$ cat src/rtl/uart_reg_pkg.sv
// Shared constants and types for the UART register block: CSR addresses, STATUS/CTRL/IRQ
// bit positions and the CTRL field layout.
package uart_reg_pkg;

  localparam int unsigned ADDR_W = 12;
  localparam int unsigned DATA_W = 32;

  localparam logic [ADDR_W-1:0] ADDR_DATA     = 12'h000;
  localparam logic [ADDR_W-1:0] ADDR_STATUS   = 12'h004;
  localparam logic [ADDR_W-1:0] ADDR_CTRL     = 12'h008;
  localparam logic [ADDR_W-1:0] ADDR_BAUD     = 12'h00C;
  localparam logic [ADDR_W-1:0] ADDR_IRQ_EN   = 12'h010;
  localparam logic [ADDR_W-1:0] ADDR_IRQ_STAT = 12'h014;

  localparam int unsigned STAT_TX_FULL  = 0;
  localparam int unsigned STAT_TX_EMPTY = 1;
  localparam int unsigned STAT_RX_FULL  = 2;
  localparam int unsigned STAT_RX_EMPTY = 3;
  localparam int unsigned STAT_RX_OVR   = 4;
  localparam int unsigned STAT_TX_OVF   = 5;
  localparam int unsigned STAT_TX_CNT   = 8;
  localparam int unsigned STAT_RX_CNT   = 16;

  localparam int unsigned CTRL_TX_FLUSH = 8;
  localparam int unsigned CTRL_RX_FLUSH = 9;

  localparam int unsigned IRQ_RX_NE    = 0;
  localparam int unsigned IRQ_TX_EMPTY = 1;
  localparam int unsigned IRQ_RX_OVR   = 2;
  localparam int unsigned IRQ_TX_OVF   = 3;

  // Level history after reset: TX FIFO starts empty, so that edge must not fire.
  localparam logic [3:0] IRQ_LVL_RST = 4'b0010;

  typedef struct packed {
    logic       rsvd;
    logic [1:0] dbits;
    logic       stop2;
    logic       par_odd;
    logic       par_en;
    logic       rx_en;
    logic       tx_en;
  } ctrl_t;

endpackage

$ cat src/rtl/uart_reg_block_if.sv
// Register-slave bus and UART core handshakes of uart_reg_block.
// master = APB slave / UART core side, slave = register block.
interface uart_reg_block_if;
  import uart_reg_pkg::*;

  logic              wr_en;
  logic [ADDR_W-1:0] waddr;
  logic [DATA_W-1:0] wdata;
  logic [ADDR_W-1:0] raddr;
  logic              host_read_data;
  logic [DATA_W-1:0] rdata;
  logic              wadderr;
  logic              radderr;
  logic [7:0]        tx_data;
  logic              tx_valid;
  logic              tx_ready;
  logic [7:0]        rx_data;
  logic              rx_valid;
  logic [15:0]       baud_div;
  logic [7:0]        ctrl_o;
  logic              irq;

  modport master (
    output wr_en, waddr, wdata, raddr, host_read_data, tx_ready, rx_data, rx_valid,
    input  rdata, wadderr, radderr, tx_data, tx_valid, baud_div, ctrl_o, irq
  );

  modport slave (
    input  wr_en, waddr, wdata, raddr, host_read_data, tx_ready, rx_data, rx_valid,
    output rdata, wadderr, radderr, tx_data, tx_valid, baud_div, ctrl_o, irq
  );

endinterface

$ cat src/rtl/uart_sync_fifo.sv
// Single-clock FIFO with flush; push while full is only accepted alongside a pop.
// Pop while empty is ignored; a flush discards any same-cycle push/pop.
module uart_sync_fifo #(
  parameter int unsigned WIDTH = 8,
  parameter int unsigned DEPTH = 16
) (
  input  logic                       pclk,
  input  logic                       preset,
  input  logic                       i_push,
  input  logic [WIDTH-1:0]           i_wdata,
  input  logic                       i_pop,
  input  logic                       i_flush,
  output logic [WIDTH-1:0]           o_rdata,
  output logic                       o_full,
  output logic                       o_empty,
  output logic [$clog2(DEPTH):0]     o_count
);
  localparam int unsigned AW = $clog2(DEPTH);
  localparam int unsigned CW = AW + 1;

  logic [WIDTH-1:0] r_mem [DEPTH];
  logic [AW-1:0]    r_wptr;
  logic [AW-1:0]    r_rptr;
  logic [CW-1:0]    r_count;
  logic             w_do_push;
  logic             w_do_pop;

  assign o_full    = (r_count == CW'(DEPTH));
  assign o_empty   = (r_count == '0);
  assign o_count   = r_count;
  assign o_rdata   = r_mem[r_rptr];
  assign w_do_pop  = i_pop && !o_empty && !i_flush;
  assign w_do_push = i_push && (!o_full || w_do_pop) && !i_flush;

  // Storage carries no reset; validity is tracked by the count.
  always_ff @(posedge pclk) begin
    if (w_do_push) begin
      r_mem[r_wptr] <= i_wdata;
    end
  end

  always_ff @(posedge pclk or posedge preset) begin
    if (preset) begin
      r_wptr  <= '0;
      r_rptr  <= '0;
      r_count <= '0;
    end else if (i_flush) begin
      r_wptr  <= '0;
      r_rptr  <= '0;
      r_count <= '0;
    end else begin
      if (w_do_push) r_wptr <= r_wptr + AW'(1);
      if (w_do_pop)  r_rptr <= r_rptr + AW'(1);
      unique case ({w_do_push, w_do_pop})
        2'b10:   r_count <= r_count + CW'(1);
        2'b01:   r_count <= r_count - CW'(1);
        default: r_count <= r_count;
      endcase
    end
  end

endmodule

$ cat src/rtl/uart_reg_block.sv
// UART CSR block: decodes slave-side accesses into DATA/STATUS/CTRL/BAUD and buffers TX/RX bytes.
// Define UART_REG_IRQ_EN to add IRQ_EN/IRQ_STAT and a registered irq; otherwise irq is tied 0.
module uart_reg_block
  import uart_reg_pkg::*;
#(
  parameter int unsigned TX_DEPTH = 16,
  parameter int unsigned RX_DEPTH = 16,
  parameter logic [15:0] BAUD_RST = 16'd27
) (
  input logic             pclk,
  input logic             preset,
  uart_reg_block_if.slave bus
);
  localparam int unsigned TxCw = $clog2(TX_DEPTH) + 1;
  localparam int unsigned RxCw = $clog2(RX_DEPTH) + 1;

  ctrl_t       r_ctrl;
  logic [15:0] r_baud;
  logic        r_tx_ovf;
  logic        r_rx_ovr;
  logic        r_hrd;

  logic w_wr_data, w_wr_status, w_wr_ctrl, w_wr_baud, w_wr_valid;
  logic w_rd_data, w_rd_status, w_rd_ctrl, w_rd_baud, w_rd_valid;

  logic            w_tx_push, w_tx_pop, w_tx_flush, w_tx_full, w_tx_empty, w_tx_valid;
  logic [7:0]      w_tx_head;
  logic [TxCw-1:0] w_tx_count;
  logic            w_rx_push, w_rx_pop, w_rx_flush, w_rx_full, w_rx_empty;
  logic [7:0]      w_rx_head;
  logic [RxCw-1:0] w_rx_count;
  logic            w_tx_ovf_set, w_rx_ovr_set;
  logic [31:0]     w_status;
  logic            w_unused;

  assign w_wr_data   = bus.wr_en && (bus.waddr[11:2] == ADDR_DATA[11:2]);
  assign w_wr_status = bus.wr_en && (bus.waddr[11:2] == ADDR_STATUS[11:2]);
  assign w_wr_ctrl   = bus.wr_en && (bus.waddr[11:2] == ADDR_CTRL[11:2]);
  assign w_wr_baud   = bus.wr_en && (bus.waddr[11:2] == ADDR_BAUD[11:2]);
  assign w_rd_data   = (bus.raddr[11:2] == ADDR_DATA[11:2]);
  assign w_rd_status = (bus.raddr[11:2] == ADDR_STATUS[11:2]);
  assign w_rd_ctrl   = (bus.raddr[11:2] == ADDR_CTRL[11:2]);
  assign w_rd_baud   = (bus.raddr[11:2] == ADDR_BAUD[11:2]);

  assign w_unused = ^{bus.wdata[31:16], bus.waddr[1:0], bus.raddr[1:0]};

  assign w_tx_valid = !w_tx_empty && r_ctrl.tx_en;
  assign w_tx_push  = w_wr_data;
  assign w_tx_pop   = w_tx_valid && bus.tx_ready;
  assign w_tx_flush = w_wr_ctrl && bus.wdata[CTRL_TX_FLUSH];

  // Pop only on the rising edge of the read strobe so a held strobe consumes one byte.
  assign w_rx_push  = bus.rx_valid && r_ctrl.rx_en;
  assign w_rx_pop   = bus.host_read_data && !r_hrd && w_rd_data && !w_rx_empty;
  assign w_rx_flush = w_wr_ctrl && bus.wdata[CTRL_RX_FLUSH];

  assign w_tx_ovf_set = w_tx_push && w_tx_full && !w_tx_pop && !w_tx_flush;
  assign w_rx_ovr_set = w_rx_push && w_rx_full && !w_rx_pop && !w_rx_flush;

  uart_sync_fifo #(
    .WIDTH (8),
    .DEPTH (TX_DEPTH)
  ) u_tx_fifo (
    .pclk    (pclk),
    .preset  (preset),
    .i_push  (w_tx_push),
    .i_wdata (bus.wdata[7:0]),
    .i_pop   (w_tx_pop),
    .i_flush (w_tx_flush),
    .o_rdata (w_tx_head),
    .o_full  (w_tx_full),
    .o_empty (w_tx_empty),
    .o_count (w_tx_count)
  );

  uart_sync_fifo #(
    .WIDTH (8),
    .DEPTH (RX_DEPTH)
  ) u_rx_fifo (
    .pclk    (pclk),
    .preset  (preset),
    .i_push  (w_rx_push),
    .i_wdata (bus.rx_data),
    .i_pop   (w_rx_pop),
    .i_flush (w_rx_flush),
    .o_rdata (w_rx_head),
    .o_full  (w_rx_full),
    .o_empty (w_rx_empty),
    .o_count (w_rx_count)
  );

  always_ff @(posedge pclk or posedge preset) begin
    if (preset) begin
      r_ctrl   <= '0;
      r_baud   <= BAUD_RST;
      r_tx_ovf <= 1'b0;
      r_rx_ovr <= 1'b0;
      r_hrd    <= 1'b0;
    end else begin
      r_hrd <= bus.host_read_data;
      if (w_wr_ctrl) r_ctrl <= ctrl_t'(bus.wdata[7:0]);
      if (w_wr_baud) r_baud <= bus.wdata[15:0];
      // A new overflow event wins over a same-cycle W1C.
      if (w_tx_ovf_set) begin
        r_tx_ovf <= 1'b1;
      end else if (w_wr_status && bus.wdata[STAT_TX_OVF]) begin
        r_tx_ovf <= 1'b0;
      end
      if (w_rx_ovr_set) begin
        r_rx_ovr <= 1'b1;
      end else if (w_wr_status && bus.wdata[STAT_RX_OVR]) begin
        r_rx_ovr <= 1'b0;
      end
    end
  end

  always_comb begin
    w_status                     = '0;
    w_status[STAT_TX_FULL]       = w_tx_full;
    w_status[STAT_TX_EMPTY]      = w_tx_empty;
    w_status[STAT_RX_FULL]       = w_rx_full;
    w_status[STAT_RX_EMPTY]      = w_rx_empty;
    w_status[STAT_RX_OVR]        = r_rx_ovr;
    w_status[STAT_TX_OVF]        = r_tx_ovf;
    w_status[STAT_TX_CNT +: 8]   = 8'(w_tx_count);
    w_status[STAT_RX_CNT +: 8]   = 8'(w_rx_count);
  end

`ifdef UART_REG_IRQ_EN
  logic       w_wr_irq_en, w_wr_irq_stat, w_rd_irq_en, w_rd_irq_stat;
  logic [3:0] r_irq_en, r_irq_stat, r_irq_lvl;
  logic [3:0] w_irq_lvl, w_irq_clr;
  logic       r_irq;

  assign w_wr_irq_en   = bus.wr_en && (bus.waddr[11:2] == ADDR_IRQ_EN[11:2]);
  assign w_wr_irq_stat = bus.wr_en && (bus.waddr[11:2] == ADDR_IRQ_STAT[11:2]);
  assign w_rd_irq_en   = (bus.raddr[11:2] == ADDR_IRQ_EN[11:2]);
  assign w_rd_irq_stat = (bus.raddr[11:2] == ADDR_IRQ_STAT[11:2]);

  always_comb begin
    w_irq_lvl               = '0;
    w_irq_lvl[IRQ_RX_NE]    = !w_rx_empty;
    w_irq_lvl[IRQ_TX_EMPTY] = w_tx_empty;
    w_irq_lvl[IRQ_RX_OVR]   = r_rx_ovr;
    w_irq_lvl[IRQ_TX_OVF]   = r_tx_ovf;
  end

  assign w_irq_clr = w_wr_irq_stat ? bus.wdata[3:0] : 4'h0;

  always_ff @(posedge pclk or posedge preset) begin
    if (preset) begin
      r_irq_en   <= '0;
      r_irq_stat <= '0;
      r_irq_lvl  <= IRQ_LVL_RST;
      r_irq      <= 1'b0;
    end else begin
      r_irq_lvl  <= w_irq_lvl;
      if (w_wr_irq_en) r_irq_en <= bus.wdata[3:0];
      r_irq_stat <= (r_irq_stat & ~w_irq_clr) | (w_irq_lvl & ~r_irq_lvl);
      r_irq      <= |(r_irq_stat & r_irq_en);
    end
  end

  assign bus.irq    = r_irq;
  assign w_wr_valid = w_wr_data || w_wr_status || w_wr_ctrl || w_wr_baud ||
                      w_wr_irq_en || w_wr_irq_stat;
  assign w_rd_valid = w_rd_data || w_rd_status || w_rd_ctrl || w_rd_baud ||
                      w_rd_irq_en || w_rd_irq_stat;
`else
  assign bus.irq    = 1'b0;
  assign w_wr_valid = w_wr_data || w_wr_status || w_wr_ctrl || w_wr_baud;
  assign w_rd_valid = w_rd_data || w_rd_status || w_rd_ctrl || w_rd_baud;
`endif

  always_comb begin
    bus.rdata = '0;
    if (!preset) begin
      if (w_rd_data && !w_rx_empty) bus.rdata = {24'h0, w_rx_head};
      if (w_rd_status)              bus.rdata = w_status;
      if (w_rd_ctrl)                bus.rdata = {24'h0, r_ctrl};
      if (w_rd_baud)                bus.rdata = {16'h0, r_baud};
`ifdef UART_REG_IRQ_EN
      if (w_rd_irq_en)              bus.rdata = {28'h0, r_irq_en};
      if (w_rd_irq_stat)            bus.rdata = {28'h0, r_irq_stat};
`endif
    end
  end

  assign bus.wadderr  = preset || !bus.wr_en || w_wr_valid;
  assign bus.radderr  = preset || !bus.host_read_data || w_rd_valid;
  assign bus.tx_data  = w_tx_head;
  assign bus.tx_valid = w_tx_valid;
  assign bus.baud_div = r_baud;
  assign bus.ctrl_o   = r_ctrl;

endmodule
$ cat src/flat_wrapper.sv
// flat-port wrapper written by rule: the top's interface ports become plain ports
module uart_reg_block_flat import uart_reg_pkg::*;
#(
  parameter int unsigned TX_DEPTH = 16,
  parameter int unsigned RX_DEPTH = 16,
  parameter logic [15:0] BAUD_RST = 16'd27
)
  (pclk, preset, bus_wr_en, bus_waddr, bus_wdata, bus_raddr, bus_host_read_data, bus_tx_ready, bus_rx_data, bus_rx_valid, bus_rdata, bus_wadderr, bus_radderr, bus_tx_data, bus_tx_valid, bus_baud_div, bus_ctrl_o, bus_irq);
  uart_reg_block_if bus_i ();
  input logic pclk;
  input logic preset;
  input wire logic [$bits(bus_i.wr_en)-1:0] bus_wr_en;
  input wire logic [$bits(bus_i.waddr)-1:0] bus_waddr;
  input wire logic [$bits(bus_i.wdata)-1:0] bus_wdata;
  input wire logic [$bits(bus_i.raddr)-1:0] bus_raddr;
  input wire logic [$bits(bus_i.host_read_data)-1:0] bus_host_read_data;
  input wire logic [$bits(bus_i.tx_ready)-1:0] bus_tx_ready;
  input wire logic [$bits(bus_i.rx_data)-1:0] bus_rx_data;
  input wire logic [$bits(bus_i.rx_valid)-1:0] bus_rx_valid;
  output wire logic [$bits(bus_i.rdata)-1:0] bus_rdata;
  output wire logic [$bits(bus_i.wadderr)-1:0] bus_wadderr;
  output wire logic [$bits(bus_i.radderr)-1:0] bus_radderr;
  output wire logic [$bits(bus_i.tx_data)-1:0] bus_tx_data;
  output wire logic [$bits(bus_i.tx_valid)-1:0] bus_tx_valid;
  output wire logic [$bits(bus_i.baud_div)-1:0] bus_baud_div;
  output wire logic [$bits(bus_i.ctrl_o)-1:0] bus_ctrl_o;
  output wire logic [$bits(bus_i.irq)-1:0] bus_irq;
  assign bus_i.wr_en = bus_wr_en;
  assign bus_i.waddr = bus_waddr;
  assign bus_i.wdata = bus_wdata;
  assign bus_i.raddr = bus_raddr;
  assign bus_i.host_read_data = bus_host_read_data;
  assign bus_i.tx_ready = bus_tx_ready;
  assign bus_i.rx_data = bus_rx_data;
  assign bus_i.rx_valid = bus_rx_valid;
  assign bus_rdata = bus_i.rdata;
  assign bus_wadderr = bus_i.wadderr;
  assign bus_radderr = bus_i.radderr;
  assign bus_tx_data = bus_i.tx_data;
  assign bus_tx_valid = bus_i.tx_valid;
  assign bus_baud_div = bus_i.baud_div;
  assign bus_ctrl_o = bus_i.ctrl_o;
  assign bus_irq = bus_i.irq;
  uart_reg_block #(.TX_DEPTH(TX_DEPTH), .RX_DEPTH(RX_DEPTH), .BAUD_RST(BAUD_RST)) u_core (.pclk(pclk), .preset(preset), .bus(bus_i));
endmodule
$ cat config.mk
export PLATFORM = sky130hd
export DESIGN_NAME = uart_reg_block_flat
export DESIGN_NICKNAME = d
export VERILOG_FILES = /design/src/rtl/uart_reg_pkg.sv /design/src/rtl/uart_reg_block_if.sv /design/src/rtl/uart_sync_fifo.sv /design/src/rtl/uart_reg_block.sv /design/src/flat_wrapper.sv
export SDC_FILE = /design/constraint.sdc
export NUM_CORES = 1
export LEC_CHECK = 0
export CORE_ASPECT_RATIO = 1.25
export CORE_MARGIN = 5
export CORE_UTILIZATION = 56
export DETAILED_ROUTE_END_ITERATION = 6
export PLACE_DENSITY = 0.91
export SYNTH_ARGS = -nofsm -noshare
export SYNTH_HDL_FRONTEND = slang
export SYNTH_HIERARCHICAL = 1
export SYNTH_SLANG_ARGS = --single-unit
$ cat constraint.sdc
create_clock -name pclk -period 4.5 [get_ports pclk]
set_clock_uncertainty 0.1 [all_clocks]
set_input_delay 0.9 -clock pclk [delete_from_list [all_inputs] [get_ports pclk]]
set_output_delay 0.9 -clock pclk [all_outputs]
set_load 0.005 [all_outputs]
==> results.py, run 1 <==
metrics = {
    "layout": {
        "fin_util_pct": 67.6,
        "final-seq-area_um2": 9020,
        "finalNonFillerCells": 1262,
        "antenna_cells": 0,
        "stdcell_area_um2": 16000,
        "drive_gt1_share_pct": 21.8,
        "multi_input_area_um2": 4010,
        "layout.nets": 1034,
        "syn_to_final_growth_pct": 19.7,
        "fillers": 1438,
    },
    "outcome": {
        "status": "completed",
    },
    "place": {
        "dpl-instance-area_um2": 14900,
        "io_buffers": 105,
        "dp_cells": 1206,
        "hpwlAfterDp_mm": 20.6,
        "gp_congestion": 0.847,
        "place_worst_setup_slack_ns": 0.251,
    },
    "worst_hold_path": {
        "worst_hold_path_type": "reg2reg",
    },
    "sta": {
        "rsz0062_at_grt": "no",
        "slew_violations": 0,
        "slew_headroom_pct": 35.7,
        "final.setup.tns_ns": 0,
        "finalSetupViolations": 0,
        "post-route-min-period_ns": 4.33,
        "fmax_mhz": 231,
        "hold_viol_final": 0,
        "tightest_slew_ns": 0.964,
        "holdWs_ns": 0.450,
        "fin_crit_sh_pct": 96.2,
        "setup_ws_ns": 0.173,
    },
    "power_and_ir_drop": {
        "vdd.ir_drop.worst_v": 0.000410,
        "switchingPower_mw": 1.25,
        "combPwrFrac_pct": 5.3,
        "clkPwrFrac_pct": 43.3,
        "p_leak_nw": 5.69,
        "powerDensity_nw_per_um2": 384,
        "p_sw_share_pct": 20.3,
        "power_mw": 6.14,
        "p_int_mw": 4.89,
        "seqPwrFrac_pct": 51.4,
    },
    "synth": {
        "synth_area_leaders": "edfxtp_1 (58%), mux4_2 (11%), dfrtp_1 (9.2%)",
        "ys_types": 60,
        "yosys_warnings": 6,
        "synth_edf_count": 256,
        "synthCells": 799,
        "syn_avg_cell_area_um2": 16.7,
        "async_flop_share_pct": 17.2,
        "ys_seq_elements": 309,
        "syn_area_um2": 13400,
        "yosysTopAreaCell": "edfxtp_1",
        "synth-main-ff-cell": "edfxtp_1",
        "synth_top_area_share_pct": 57.5,
        "ys_seq_area_share_pct": 67.5,
    },
    "critical_path": {
        "cp_max_fo": 6,
        "required_ns": 3.50,
        "slowest_delay_ns": 0.62,
        "path_cells": "clkdlybuf4s50_1, nor4_1, buf_4, nand3_1, a211oi_1, clkdlybuf4s50_1",
        "crit_top_cell": "clkdlybuf4s50_1",
        "end_kind": "output pin",
        "critical_path_class": "in2out",
        "worstSetupStartpointType": "input port",
        "slowest_stage": "clkdlybuf4s50_1",
        "critical_path_arrival_ns": 3.33,
    },
    "global_route": {
        "grt_max_degree": 36,
        "met2_usage_pct": 42.3,
        "grt_usage_pct": 23.0,
        "met1_usage_pct": 28.0,
        "busiest_layer": "met2",
        "grt_pass1_wl_mm": 48.0,
        "first_global_vias": 8154,
        "grt.overflow.total": 0,
        "grt_antenna_before_repair": 0,
        "grtUsageMet3_pct": 3.23,
    },
    "die": {
        "die_w_um": 148,
        "ios": 138,
        "num_rows": 63,
        "coreArea_um2": 23600,
        "dieArea_um2": 27100,
        "initial_core_util_pct": 56.5,
        "die_h_um": 183,
    },
    "routing": {
        "antenna_left": 0,
        "drt_pass1_iterations": 5,
        "avgViaCountPerCell": 6.16,
        "wl_per_cell_um": 24.3,
        "drt_iter0_drc": 734,
        "vias": 7776,
        "drc_errors": 0,
        "routed_wl_mm": 30.7,
    },
    "cts": {
        "cts_repair_resize_count": 0,
        "cts_buffer_depth": 3,
        "insertion_delay_ns": 0.55,
        "cts_setup_buffers": 0,
        "cts.clk_slew.worst_paths_ns": 0.06,
        "cts_max_level": 1,
        "clockRootBuffer": "clkbuf_16",
        "cts.sinks": 309,
        "cts_hold_buf": 0,
        "cts_tree": "built",
        "cts_buffers": 30,
    },
    "run": {
        "drv_cap": 0,
    },
}
routing by layer:
metal | share of wire, % | wire [um]
met5 | 0 | 0
met4 | 3.3 | 1010
met3 | 6.0 | 1850
met2 | 55 | 16900
met1 | 35 | 10900
state kept, by name, summed over array words and instances (netlist names):
signal and cells:
u_core/r_hrd 1, u_core/u_rx_fifo/o_count 5, u_core/bus.baud_div 16, u_core/u_rx_fifo/r_rptr 4, u_core/r_tx_ovf 1, u_core/u_tx_fifo/r_wptr 4, u_core/u_tx_fifo/r_rptr 4, u_core/u_tx_fifo/o_count 5
u_core/bus.ctrl_o 8, u_core/u_tx_fifo/r_mem 128, u_core/r_rx_ovr 1, u_core/u_rx_fifo/r_mem 128, u_core/u_rx_fifo/r_wptr 4
kinds of logic after synthesis:
kind of cell / synth area share [%]
buffers and inverters: 2.82
other: 0.0281
AND/OR/NAND/NOR: 7.53
XOR/XNOR: 0.918
adder cells (fa/ha/maj): 1.80
multiplexers: 14.7
AO/OA/AOI/OAI: 4.67
flip-flops: 67.5
cells in the mapped netlist (7+ instances only):
library cell / n
nor2_1: 84
and3_1: 10
buf_4: 12
ha_1: 16
o211ai_1: 7
a22oi_1: 32
and2_1: 9
mux2_2: 8
nand2b_1: 9
buf_2: 8
edfxtp_1: 256
mux2_4: 14
clkbuf_1: 19
inv_1: 22
xor2_1: 8
nor2b_1: 7
mux4_2: 64
nand2_1: 33
dfrtp_1: 49
mux2i_1: 16
nand3_1: 7
power groups by stage:
stage               Clock (mW)  Combinational, mW  Sequential (mW)
floorplan                    0              0.198             3.19
global placement             0              0.310             3.22
detailed placement           0              0.327             3.22
CTS                       2.69              0.330             3.16
global route              2.82              0.352             3.16
finish                    2.66              0.327             3.16
final cells by class:
| type | count | area share, % |
|---|---|---|
| inverters | 22 | 0.517 |
| flip-flops and latches | 309 | 56.4 |
| clock buffers | 41 | 5.27 |
| clock inverters | 15 | 1.46 |
| well taps | 292 | 2.29 |
| multi-input cells | 430 | 25.1 |
| repair buffers | 153 | 8.98 |
worst paths after layout:
check | startpoint | end | slack (ns) | cells past startpoint
setup / recovery | bus_raddr[7] | bus_rdata[3] | 0.17 | 6
hold / removal | u_core/bus.baud_div[11]$_DFFE_PP0P_ | u_core/bus.baud_div[11]$_DFFE_PP0P_ | 0.45 | 1
setup reg to reg | u_core/u_tx_fifo/o_count[0]$_DFFE_PP0P_ | u_core/u_tx_fifo/o_count[4]$_DFFE_PP0P_ | 1.05 | 12
hold reg to reg | u_core/bus.baud_div[11]$_DFFE_PP0P_ | u_core/bus.baud_div[11]$_DFFE_PP0P_ | 0.45 | 1
max in group asynchronous | preset | u_core/bus.baud_div[3]$_DFFE_PP1P_ | 3.06 | 3
min in group asynchronous | preset | u_core/r_hrd$_DFF_PP0_ | 0.66 | 2
cells in the final DEF, fill, tap and decap left out, drive strengths merged, types with 6 or more instances in the layout:
cell type      netlist  layout
clkbuf              23      41
dfrtp               49      49
conb                 1      12
nor2b                7       7
a21oi                6       6
or3                  7       7
nand2               35      35
xnor2                6       6
clkinv               0       7
nand3                9       9
mux2i               16      16
buf                 26      48
mux2                28      28
a31oi                8       8
edfxtp             256     256
a221oi               6       6
nand2b               9       9
xor2                 8       8
o211ai               7       7
clkdlybuf4s50        0     105
ha                  16      16
and2                11      11
and3                10      10
nor2                84      84
a22oi               32      32
inv                 22      22
nor4                 8       8
mux4                64      64
critical path: cells and delay by family:
family	cells	cell delay [ns]
compound gates	1	0.57
buf+inv	3	1.21
simple gates	2	0.64
(Power assumes the default switching activity.)
==> run 2: changes to the inputs <==
--- a/config.mk
+++ b/config.mk
@@ -6,10 +6,10 @@
 export NUM_CORES = 1
 export LEC_CHECK = 0
 export CORE_ASPECT_RATIO = 1.25
-export CORE_MARGIN = 5
-export CORE_UTILIZATION = 56
+export CORE_MARGIN = 4
+export CORE_UTILIZATION = 26
 export DETAILED_ROUTE_END_ITERATION = 6
-export PLACE_DENSITY = 0.91
+export PLACE_DENSITY = 0.55
 export SYNTH_ARGS = -nofsm -noshare
 export SYNTH_HDL_FRONTEND = slang
 export SYNTH_HIERARCHICAL = 1
==> run 2 against run 1 <==
  * Cell count up 30%
  * Register-to-register slack worse by 0.06 ns
  * First-iteration DRC count fell by 37%
  * Maximum frequency is 2.1% higher
  * Highest routed layer unchanged
==> results.py, run 2 (synthesized netlist as in run 1, its figures left out) <==
metrics = {
    "global_route": {
        "grt.overflow.total": 0,
        "grt_max_degree": 36,
        "grt_antenna_before_repair": 1,
        "grt_pass1_wl_mm": 48.9,
        "grt_usage_pct": 11.5,
        "first_global_vias": 7919,
    },
    "critical_path": {
        "worstSetupStartpointType": "input port",
        "required_ns": 3.50,
        "slowest_delay_ns": 0.50,
        "critical_path_arrival_ns": 3.24,
        "critical_path_class": "in2out",
        "end_kind": "output pin",
        "path_cells": "clkdlybuf4s50_1, nor4_1, buf_4, nand3_1, nor4_1, buf_4, clkdlybuf4s50_1",
        "cp_max_fo": 6,
        "slowest_stage": "clkdlybuf4s50_1",
    },
    "layout": {
        "final-seq-area_um2": 9020,
        "mostFrequentLayoutCell": "edfxtp_1",
        "multi_input_area_um2": 4010,
        "antenna_cells": 0,
        "layout.nets": 1046,
        "stdcell_area_um2": 16600,
        "layout_common_cells": "edfxtp_1 (256), clkdlybuf4s50_1 (105), nor2_1 (84)",
        "fillers": 4913,
        "drive_gt1_share_pct": 22.4,
        "syn_to_final_growth_pct": 24.2,
    },
    "power_and_ir_drop": {
        "p_sw_share_pct": 20.7,
        "clkPwrFrac_pct": 45.6,
        "switchingPower_mw": 1.33,
        "seqPwrFrac_pct": 49.1,
        "vdd.ir_drop.worst_v": 0.000220,
        "combPwrFrac_pct": 5.3,
        "p_int_mw": 5.08,
        "powerDensity_nw_per_um2": 386,
        "p_leak_nw": 5.79,
        "power_mw": 6.40,
    },
    "sta": {
        "final.setup.tns_ns": 0,
        "tightest_slew_ns": 1.05,
        "rsz0062_at_grt": "no",
        "slew_violations": 0,
        "slew_headroom_pct": 30.2,
        "fin_crit_sh_pct": 94.2,
        "hold_viol_final": 0,
        "setup_ws_ns": 0.262,
        "fmax_mhz": 236,
        "finalSetupViolations": 0,
        "post-route-min-period_ns": 4.24,
    },
    "run": {
        "drv_cap": 0,
    },
    "die": {
        "dieArea_um2": 55100,
        "die_h_um": 261,
        "die_w_um": 211,
        "ios": 138,
        "num_rows": 92,
        "coreArea_um2": 50600,
        "initial_core_util_pct": 26.4,
    },
    "cts": {
        "cts_tree": "built",
        "cts_buffer_depth": 3,
        "cts_buffers": 34,
        "clockRootBuffer": "clkbuf_16",
        "cts_setup_buffers": 0,
        "cts_repair_resize_count": 0,
        "cts.clk_slew.worst_paths_ns": 0.06,
        "cts_hold_buf": 0,
        "cts_max_level": 2,
        "cts.sinks": 309,
        "insertion_delay_ns": 0.51,
    },
    "place": {
        "io_buffers": 105,
        "place_worst_setup_slack_ns": 0.227,
        "gp_congestion": 0.748,
        "hpwlAfterDp_mm": 22.5,
        "dpl-instance-area_um2": 15400,
    },
    "routing": {
        "antenna_left": 0,
        "drc_errors": 0,
        "routed_wl_mm": 32.3,
        "wl_per_cell_um": 19.7,
        "drt_iter0_drc": 466,
        "avgViaCountPerCell": 4.59,
        "drt_pass1_iterations": 5,
        "vias": 7531,
    },
    "worst_hold_path": {
        "worst_hold_path_type": "reg2reg",
    },
    "outcome": {
        "status": "completed",
    },
}
[run 2: final cells by class]
type	count	area share, %
Sequential cell	309	54.4
Multi-Input combinational cell	430	24.2
Timing Repair Buffer	161	8.94
Clock buffer	43	5.72
Tap cell	658	4.96
Clock inverter	17	1.36
Inverter	22	0.498
[run 2: stage by stage]
stage | util, % | cells | hold slack [ns]
2_1_floorplan | - | 810 | 0.372
4_1_cts | 32.8 | 1640 | 0.438
3_5_place_dp | 30.4 | 1580 | 0.421
3_3_place_gp | 30.4 | 1580 | 0.408
5_1_grt | 32.8 | 1640 | 0.451
6_report | 32.8 | 1640 | 0.428
[run 2: path summary, 6_finish.rpt]
check	from	end	slack [ns]	cells after the start
worst min register to register	u_core/bus.baud_div[14]$_DFFE_PP0P_	u_core/bus.baud_div[14]$_DFFE_PP0P_	0.43	1
worst max register to register	u_core/u_tx_fifo/o_count[0]$_DFFE_PP0P_	u_core/u_tx_fifo/o_count[4]$_DFFE_PP0P_	0.99	11
max in group asynchronous	preset	u_core/bus.baud_div[4]$_DFFE_PP1P_	2.86	3
min in group asynchronous	preset	u_core/r_hrd$_DFF_PP0_	0.78	2
worst max-delay path	bus_raddr[5]	bus_rdata[4]	0.26	7
worst min-delay path	u_core/bus.baud_div[14]$_DFFE_PP0P_	u_core/bus.baud_div[14]$_DFFE_PP0P_	0.43	1
[run 2: power groups by stage]
stage	Sequential (mW)	Combinational [mW]	Clock (mW)
after floorplan	3.19	0.198	0
after global placement	3.20	0.342	0
after detailed placement	3.20	0.350	0
after CTS	3.14	0.351	3.01
after global routing	3.14	0.376	3.13
final	3.14	0.341	2.92
[run 2: critical path: cells and delay by family]
family / cells / cell delay [ns]
buffers and inverters: 4 / 1.29
and+or+nand+nor: 3 / 1.04
[run 2: metal layers]
layer  global-route usage, %  routed length (um)  up-vias
met5                       0                   0        -
met4                    3.31                 782        0
met3                    1.83                1320       48
met2                    21.0               17000      156
met1                    14.1               13100     3917
li1                        -                   -     3410
